File: config.mk
export PLATFORM = sky130hd
export DESIGN_NAME = fetch_stage
export DESIGN_NICKNAME = d
export VERILOG_FILES = /design/src/rtl/fetch_pkg.sv /design/src/rtl/fetch_skid_reg.sv /design/src/rtl/fetch_stage.sv
export SDC_FILE = /design/constraint.sdc
export NUM_CORES = 1
export LEC_CHECK = 0
export ABC_AREA = 1
export ABC_CLOCK_PERIOD_IN_PS = 8380
export CAP_MARGIN = 5
export CORE_MARGIN = 2
export CORE_UTILIZATION = 54
export CTS_CLUSTER_SIZE = 10
export DETAILED_ROUTE_END_ITERATION = 7
export GPL_ROUTABILITY_DRIVEN = 0
export PLACE_DENSITY = 0.8
export SYNTH_ARGS = -nofsm -noshare
export SYNTH_HDL_FRONTEND = slang
export SYNTH_SLANG_ARGS = --single-unit
File: constraint.sdc
create_clock -name clk -period 8.38 [get_ports clk]
set_input_delay 0.838 -clock clk [delete_from_list [all_inputs] [get_ports clk]]
set_output_delay 0.838 -clock clk [all_outputs]
set_load 0.05 [all_outputs]
File: src/rtl/fetch_pkg.sv
// Shared types and defaults for the instruction-fetch stage.
package fetch_pkg;

  typedef enum logic [1:0] {
    ST_REQ  = 2'd0,
    ST_WAIT = 2'd1,
    ST_HOLD = 2'd2
  } fetch_state_e;

  localparam int unsigned DEF_PC_W     = 32;
  localparam int unsigned DEF_INSTR_W  = 16;
  localparam logic [31:0] DEF_RESET_PC = 32'h0000_0000;
  localparam int unsigned DEF_PC_STEP  = 2;

endpackage

File: src/rtl/fetch_skid_reg.sv
// One-entry holding register for a response that arrives while decode is stalled.
module fetch_skid_reg
  import fetch_pkg::*;
#(
  parameter int unsigned PC_W    = DEF_PC_W,
  parameter int unsigned INSTR_W = DEF_INSTR_W
) (
  input  logic               clk,
  input  logic               rst,
  input  logic               i_load,
  input  logic               i_clear,
  input  logic [INSTR_W-1:0] i_instr,
  input  logic [PC_W-1:0]    i_pc,
  input  logic [PC_W-1:0]    i_pc_plus,
  output logic               o_valid,
  output logic [INSTR_W-1:0] o_instr,
  output logic [PC_W-1:0]    o_pc,
  output logic [PC_W-1:0]    o_pc_plus
);

  logic               r_valid;
  logic [INSTR_W-1:0] r_instr;
  logic [PC_W-1:0]    r_pc;
  logic [PC_W-1:0]    r_pc_plus;

  // Clear wins so a redirect in the same cycle never leaves a stale entry.
  always_ff @(posedge clk or posedge rst) begin
    if (rst) begin
      r_valid   <= 1'b0;
      r_instr   <= '0;
      r_pc      <= '0;
      r_pc_plus <= '0;
    end else if (i_clear) begin
      r_valid   <= 1'b0;
    end else if (i_load) begin
      r_valid   <= 1'b1;
      r_instr   <= i_instr;
      r_pc      <= i_pc;
      r_pc_plus <= i_pc_plus;
    end
  end

  assign o_valid   = r_valid;
  assign o_instr   = r_instr;
  assign o_pc      = r_pc;
  assign o_pc_plus = r_pc_plus;

endmodule

File: src/rtl/fetch_stage.sv
// Instruction-fetch stage: owns the PC, issues one imem read at a time, fills IF/ID.
//   state   | meaning
//   ST_REQ  | request for pc presented, waiting for ready
//   ST_WAIT | request accepted, waiting for response (may be marked for discard)
//   ST_HOLD | response parked in skid register while decode is stalled
module fetch_stage
  import fetch_pkg::*;
#(
  parameter int unsigned     PC_W     = DEF_PC_W,
  parameter int unsigned     INSTR_W  = DEF_INSTR_W,
  parameter logic [PC_W-1:0] RESET_PC = PC_W'(DEF_RESET_PC),
  parameter int unsigned     PC_STEP  = DEF_PC_STEP
) (
  input  logic               clk,
  input  logic               rst,
  output logic               imem_req_valid,
  input  logic               imem_req_ready,
  output logic [PC_W-1:0]    imem_req_addr,
  input  logic               imem_rsp_valid,
  input  logic [INSTR_W-1:0] imem_rsp_data,
  input  logic               stall,
  input  logic               redirect_valid,
  input  logic [PC_W-1:0]    redirect_target,
  output logic               ifid_valid,
  output logic [INSTR_W-1:0] ifid_instr,
  output logic [PC_W-1:0]    ifid_pc,
  output logic [PC_W-1:0]    ifid_pc_plus
);

  localparam logic [PC_W-1:0] STEP = PC_W'(PC_STEP);

  fetch_state_e r_state, w_next_state;
  logic [PC_W-1:0]    r_pc, r_req_pc, w_pc_next, w_req_pc_plus;
  logic               r_discard, w_next_discard;
  logic               r_ifid_valid;
  logic [INSTR_W-1:0] r_ifid_instr;
  logic [PC_W-1:0]    r_ifid_pc, r_ifid_pc_plus;

  logic               w_req_fire, w_rsp_in;
  logic               w_ifid_from_rsp, w_ifid_from_skid;
  logic               w_skid_load, w_skid_clear;
  logic               w_skid_valid;
  logic [INSTR_W-1:0] w_skid_instr;
  logic [PC_W-1:0]    w_skid_pc, w_skid_pc_plus;

  assign w_req_fire    = (r_state == ST_REQ) && imem_req_ready;
  assign w_rsp_in      = (r_state == ST_WAIT) && imem_rsp_valid;
  assign w_req_pc_plus = r_req_pc + STEP;

  always_comb begin
    w_next_state     = r_state;
    w_next_discard   = r_discard;
    w_ifid_from_rsp  = 1'b0;
    w_ifid_from_skid = 1'b0;
    w_skid_load      = 1'b0;
    w_skid_clear     = redirect_valid;
    case (r_state)
      ST_REQ: begin
        if (w_req_fire) begin
          w_next_state = ST_WAIT;
          // The address just issued is already wrong-path if a redirect lands now.
          if (redirect_valid) w_next_discard = 1'b1;
        end
      end
      ST_WAIT: begin
        if (w_rsp_in) begin
          w_next_state   = ST_REQ;
          w_next_discard = 1'b0;
          if (!redirect_valid && !r_discard) begin
            if (!stall) begin
              w_ifid_from_rsp = 1'b1;
            end else begin
              w_skid_load  = 1'b1;
              w_next_state = ST_HOLD;
            end
          end
        end else if (redirect_valid) begin
          w_next_discard = 1'b1;
        end
      end
      ST_HOLD: begin
        if (redirect_valid) begin
          w_next_state = ST_REQ;
        end else if (!stall) begin
          w_ifid_from_skid = w_skid_valid;
          w_skid_clear     = 1'b1;
          w_next_state     = ST_REQ;
        end
      end
      default: begin
        w_next_state   = ST_REQ;
        w_next_discard = 1'b0;
      end
    endcase
  end

  always_comb begin
    w_pc_next = r_pc;
    if (redirect_valid)                        w_pc_next = redirect_target;
    else if (w_skid_load || w_ifid_from_rsp)   w_pc_next = w_req_pc_plus;
  end

  always_ff @(posedge clk or posedge rst) begin
    if (rst) begin
      r_state   <= ST_REQ;
      r_discard <= 1'b0;
      r_pc      <= RESET_PC;
      r_req_pc  <= '0;
    end else begin
      r_state   <= w_next_state;
      r_discard <= w_next_discard;
      r_pc      <= w_pc_next;
      if (w_req_fire) r_req_pc <= r_pc;
    end
  end

  always_ff @(posedge clk or posedge rst) begin
    if (rst) begin
      r_ifid_valid   <= 1'b0;
      r_ifid_instr   <= '0;
      r_ifid_pc      <= '0;
      r_ifid_pc_plus <= '0;
    end else if (redirect_valid) begin
      r_ifid_valid   <= 1'b0;
    end else if (w_ifid_from_rsp) begin
      r_ifid_valid   <= 1'b1;
      r_ifid_instr   <= imem_rsp_data;
      r_ifid_pc      <= r_req_pc;
      r_ifid_pc_plus <= w_req_pc_plus;
    end else if (w_ifid_from_skid) begin
      r_ifid_valid   <= 1'b1;
      r_ifid_instr   <= w_skid_instr;
      r_ifid_pc      <= w_skid_pc;
      r_ifid_pc_plus <= w_skid_pc_plus;
    end else if (!stall) begin
      r_ifid_valid   <= 1'b0;
    end
  end

  fetch_skid_reg #(
    .PC_W    (PC_W),
    .INSTR_W (INSTR_W)
  ) u_skid (
    .clk       (clk),
    .rst       (rst),
    .i_load    (w_skid_load),
    .i_clear   (w_skid_clear),
    .i_instr   (imem_rsp_data),
    .i_pc      (r_req_pc),
    .i_pc_plus (w_req_pc_plus),
    .o_valid   (w_skid_valid),
    .o_instr   (w_skid_instr),
    .o_pc      (w_skid_pc),
    .o_pc_plus (w_skid_pc_plus)
  );

  assign imem_req_valid = (r_state == ST_REQ) && !rst;
  assign imem_req_addr  = r_pc;
  assign ifid_valid     = r_ifid_valid;
  assign ifid_instr     = r_ifid_instr;
  assign ifid_pc        = r_ifid_pc;
  assign ifid_pc_plus   = r_ifid_pc_plus;

endmodule

==> Implementation_results.wiki <==
{| class="wikitable"
! Metric !! Value
|-
| Predominant post-synthesis flop cell || sky130_fd_sc_hd__dfrtp_1
|-
| Drt wl/cell || around 16 um
|-
| Most frequent cells after synthesis || sky130_fd_sc_hd__nand2_1 (404), sky130_fd_sc_hd__dfrtp_1 (227), sky130_fd_sc_hd__o21ai_0 (169), sky130_fd_sc_hd__nor2_1 (111), sky130_fd_sc_hd__inv_1 (94)
|-
| Clock tree skew after final layout || a little under 9 ps
|-
| Root Buffer Master || sky130_fd_sc_hd__clkbuf_16
|-
| Post-DP Area || roughly 12000 sq um
|-
| Transition time of the tightest slew-check pin || about 1100 ps
|-
| Sum of internal, switching and leakage power || 4.77 mW
|-
| Top achievable clock speed || between 0.2 and 0.25 GHz
|-
| Required time of the worst setup path || between 8000 and 9000 ps
|-
| Worst-case hold path end point || u_skid.o_pc[14]$_DFFE_PP0P_
|-
| Leak || ~6 nW
|-
| Setup Total Neg Slack || 0 ps
|-
| First-pass DRT Iterations || 6
|-
| Unrepaired setup endpoints after global routing || no
|-
| Number of setup buffers added after CTS || 0
|-
| First-pass GRT wire length || between 40000 and 50000 um
|-
| Async S/R FF share, synth || 100%
|-
| Number of antenna violations at the first check in global routing || 0
|-
| Gate Count Post-Synth || 1274
|-
| HPWL reported at the end of detailed placement || around 18000 um
|-
| Worst setup slack before clock tree synthesis || approximately 3800 ps
|-
| Antenna Violating Nets Remaining || 0
|-
| Maximum number of pins on one net before global-route repair || 145
|-
| Drt first-iter violations || 679
|-
| Outcome || finished clean
|-
| Global route total overflow || 0
|-
| Total wirelength of the detailed-routed design || 26800 um
|-
| Length in cells of the worst reg-to-reg path || 7
|-
| CP arrival || around 4500 ps
|-
| Slowest stage cell on the critical path || sky130_fd_sc_hd__clkdlybuf4s50_1
|-
| All-layer global routing usage || 26.5%
|-
| Final-stage net count || about 1500
|-
| Die area || just over 20000 sq um
|-
| DR DRC count || 0
|-
| Worst Setup Path Type || primary input to flip-flop
|-
| Vias in the first global route || 8637
|-
| Worst hold-check path type || flip-flop to flip-flop
|-
| Crit path largest cell delay || ~970 ps
|-
| Portion of synthesized cell area occupied by the leading cell type || between 50% and 60%
|-
| Count of buffers inserted at the top-level ports || 167
|-
| Reg2Reg Setup Slack || about 5200 ps
|-
| Cell repeated most along the worst path || sky130_fd_sc_hd__nor2_4
|-
| Clock transition at the registers of the reported paths || ~50 ps
|-
| Number of placement rows || 50
|-
| Hold buffer count at CTS || 0
|-
| Area growth from synthesis to final layout || 22.5%
|-
| Total number of clock tree sinks || between 200 and 250
|-
| Area of all placed cells without fillers || 12700 sq um
|-
| Ratio of total power to cell area || 375 nW/um^2
|-
| Number of enable flip-flop cells after synthesis || 0
|-
| Hold path start || u_skid.o_pc[14]$_DFFE_PP0P_
|-
| Die extent in x || between 100 and 150 um
|-
| Final worst path period need || between 4000 and 5000 ps
|-
| Flop and latch count out of synthesis || around 230
|-
| Critical R2R Launch || r_state[0]$_DFFE_PP0P_
|-
| Core box area || between 15000 and 20000 sq um
|-
| Dominant cell by count in the synthesized netlist || sky130_fd_sc_hd__nand2_1
|-
| Max-Cap Viols || 0
|-
| Sequential share of the synthesized area || about 55%
|-
| Final Hold Viols || 0
|-
| Final count of negative-setup-slack endpoints || 0
|-
| I/O pin count || roughly 170
|-
| Largest fanout of any net on the critical path || ~110
|-
| Nature of the critical path startpoint || primary input
|-
| Delay-heaviest family, CP || buffers and inverters
|-
| Hold-critical path depth || 2
|-
| Worst reg2reg endpoint || ifid_pc[28]$_DFFE_PP0P_
|-
| Count of H-tree levels built during CTS || 1
|-
| Worst skew pair latency || about 520 ps
|-
| Vias/cell || approximately 5.5
|-
| Worst-case headroom to the max-slew limit || between 20% and 30%
|-
| CP Cell Sequence || clkdlybuf4s50_1 > nor2_4 > inv_2 > nor2_4 > nand2_4 > nand2_2 > clkinv_2 > buf_4 > o21ai_0
|-
| Synthesized area || roughly 10000 sq um
|-
| Number of distinct library cell variants in the gate-level netlist after synthesis || 32
|-
| Warning count from the yosys run || 0
|-
| Mapped Nets || 1329
|-
| Final period utilization || between 40% and 50%
|-
| Maximum VDD drop || approximately 0.00022 V
|-
| Mean instance size in the synthesized netlist || a little over 8 sq um
|-
| Cell taking the most area after synthesis || sky130_fd_sc_hd__dfrtp_1
|-
| Number of antenna repair diodes || 0
|-
| Top post-synthesis cells by area || sky130_fd_sc_hd__dfrtp_1 (55%), sky130_fd_sc_hd__nand2_1 (15%), sky130_fd_sc_hd__o21ai_0 (8.1%)
|-
| Count of cells resized by post-cts repair || 0
|-
| Utilization of the core after routing || roughly two thirds
|-
| Post-layout worst setup margin || approximately 4300 ps
|-
| Share of cells above drive strength 1 || under 10%
|-
| Maximum clock path buffer count || 3
|-
| Clock buffers created by TritonCTS || 26
|-
| Vias post-DR || roughly 9000
|-
| Final count of pins violating max slew || 0
|-
| CP endpoint kind || flip-flop
|-
| Critical path buffers and inverters || 4
|-
| Clock tree from TritonCTS || yes
|-
| Die outline height || 143 um
|-
| Starting density of the core || between 50 and 60%
|}
==> worst register-to-register path: stages, from the launching register on <==
cell                       delay, ps
sky130_fd_sc_hd__dfrtp_1         420
sky130_fd_sc_hd__nand3_2         140
sky130_fd_sc_hd__nor2_4           70
sky130_fd_sc_hd__nand2_4         580
sky130_fd_sc_hd__nand2_2         390
sky130_fd_sc_hd__clkinv_2        290
sky130_fd_sc_hd__buf_4           840
sky130_fd_sc_hd__o21ai_0         310
==> cells by family after synthesis <==
logic type | count (synthesis) | share of synthesized area [%]
AND/OR/NAND/NOR | 586 | 22.7
AO/OA/AOI/OAI | 276 | 13.7
flip-flops | 227 | 54.7
buffers and inverters | 167 | 7.19
multiplexers | 9 | 0.975
XOR/XNOR | 8 | 0.674
adder cells (fa/ha/maj) | 1 | 0.120
==> power by group <==
part           internal, mW  switching [mW]  total, mW
clock                 0.572           0.409      0.981
sequential             1.53           0.288       1.82
combinational         0.645            1.32       1.97
==> flip-flops by register name (all words and copies together), names as in the netlist <==
| signal | count |
|---|---|
| u_skid.o_pc_plus | 32 |
| u_skid.o_pc | 31 |
| ifid_instr | 16 |
| ifid_valid | 1 |
| u_skid.o_valid | 1 |
| u_skid.o_instr | 16 |
| imem_req_addr | 32 |
| ifid_pc | 32 |
| r_discard | 1 |
| r_state | 2 |
| r_req_pc | 32 |
| ifid_pc_plus | 31 |
==> placed cells by master, fill, tap and decap left out <==
| cell | netlist | final |
|---|---|---|
| sky130_fd_sc_hd__clkbuf_8 | 0 | 1 |
| sky130_fd_sc_hd__nand2_2 | 4 | 4 |
| sky130_fd_sc_hd__nor2_1 | 111 | 111 |
| sky130_fd_sc_hd__nand3_1 | 47 | 47 |
| sky130_fd_sc_hd__xor2_1 | 3 | 3 |
| sky130_fd_sc_hd__inv_1 | 94 | 93 |
| sky130_fd_sc_hd__mux2_2 | 9 | 9 |
| sky130_fd_sc_hd__nand3b_1 | 2 | 2 |
| sky130_fd_sc_hd__nand3_2 | 2 | 2 |
| sky130_fd_sc_hd__a31oi_1 | 10 | 10 |
| sky130_fd_sc_hd__inv_8 | 0 | 1 |
| sky130_fd_sc_hd__inv_2 | 6 | 5 |
| sky130_fd_sc_hd__clkbuf_16 | 0 | 27 |
| sky130_fd_sc_hd__buf_4 | 4 | 5 |
| sky130_fd_sc_hd__nor2_2 | 5 | 5 |
| sky130_fd_sc_hd__clkdlybuf4s50_1 | 0 | 167 |
| sky130_fd_sc_hd__nand4_2 | 1 | 1 |
| sky130_fd_sc_hd__ha_1 | 1 | 1 |
| sky130_fd_sc_hd__clkbuf_1 | 20 | 1 |
| sky130_fd_sc_hd__and2_1 | 6 | 6 |
| sky130_fd_sc_hd__dfrtp_1 | 227 | 227 |
| sky130_fd_sc_hd__o21ai_0 | 169 | 169 |
| sky130_fd_sc_hd__a21oi_1 | 25 | 25 |
| sky130_fd_sc_hd__xnor2_1 | 5 | 5 |
| sky130_fd_sc_hd__o22ai_1 | 10 | 10 |
| sky130_fd_sc_hd__nor2_4 | 3 | 3 |
| sky130_fd_sc_hd__o31ai_1 | 1 | 1 |
| sky130_fd_sc_hd__nand2_1 | 404 | 404 |
| sky130_fd_sc_hd__clkinv_2 | 1 | 2 |
| sky130_fd_sc_hd__o21ai_1 | 54 | 54 |
| sky130_fd_sc_hd__o211ai_1 | 7 | 7 |
| sky130_fd_sc_hd__nand2_4 | 1 | 1 |
==> worst max path at each step <==
stage | cells past startpoint | end | slack (ps) | start
after CTS | 9 | ifid_pc[30]$_DFFE_PP0P_ | 4350 | redirect_valid
after detailed placement | 9 | ifid_pc[30]$_DFFE_PP0P_ | 3810 | redirect_valid
final | 9 | ifid_pc[28]$_DFFE_PP0P_ | 4260 | redirect_valid
after global routing | 9 | ifid_instr[15]$_DFFE_PP0P_ | 3950 | redirect_valid
after global placement | 11 | ifid_pc_plus[22]$_DFFE_PP0P_ | 4000 | redirect_valid
after floorplan | 1 | ifid_instr[0]$_DFFE_PP0P_ | 1320 | rst
==> layer usage <==
layer,vias up,global-route usage (%),routed length [um]
li1,4344,-,-
met1,4209,38.2,12000
met2,365,41.3,11900
met3,52,4.66,2190
met4,0,8.29,669
met5,-,0,0
==> final cells by class <==
class                           instances  area [sq um]
Clock buffer                           29           693
Fill cell                            1527          6040
Inverter                              101           389
Multi-Input combinational cell        880          3970
Sequential cell                       227          5680
Tap cell                              234           293
Timing Repair Buffer                  172          1710
==> through the flow <==
step / hold slack [ps] / cells
finish: 479 / 1643
floorplan: 448 / 1274
detailed placement: 468 / 1614
global route: 497 / 1643
global placement: 461 / 1614
CTS: 481 / 1643
No activity file was read; power rests on OpenSTA's default activity.
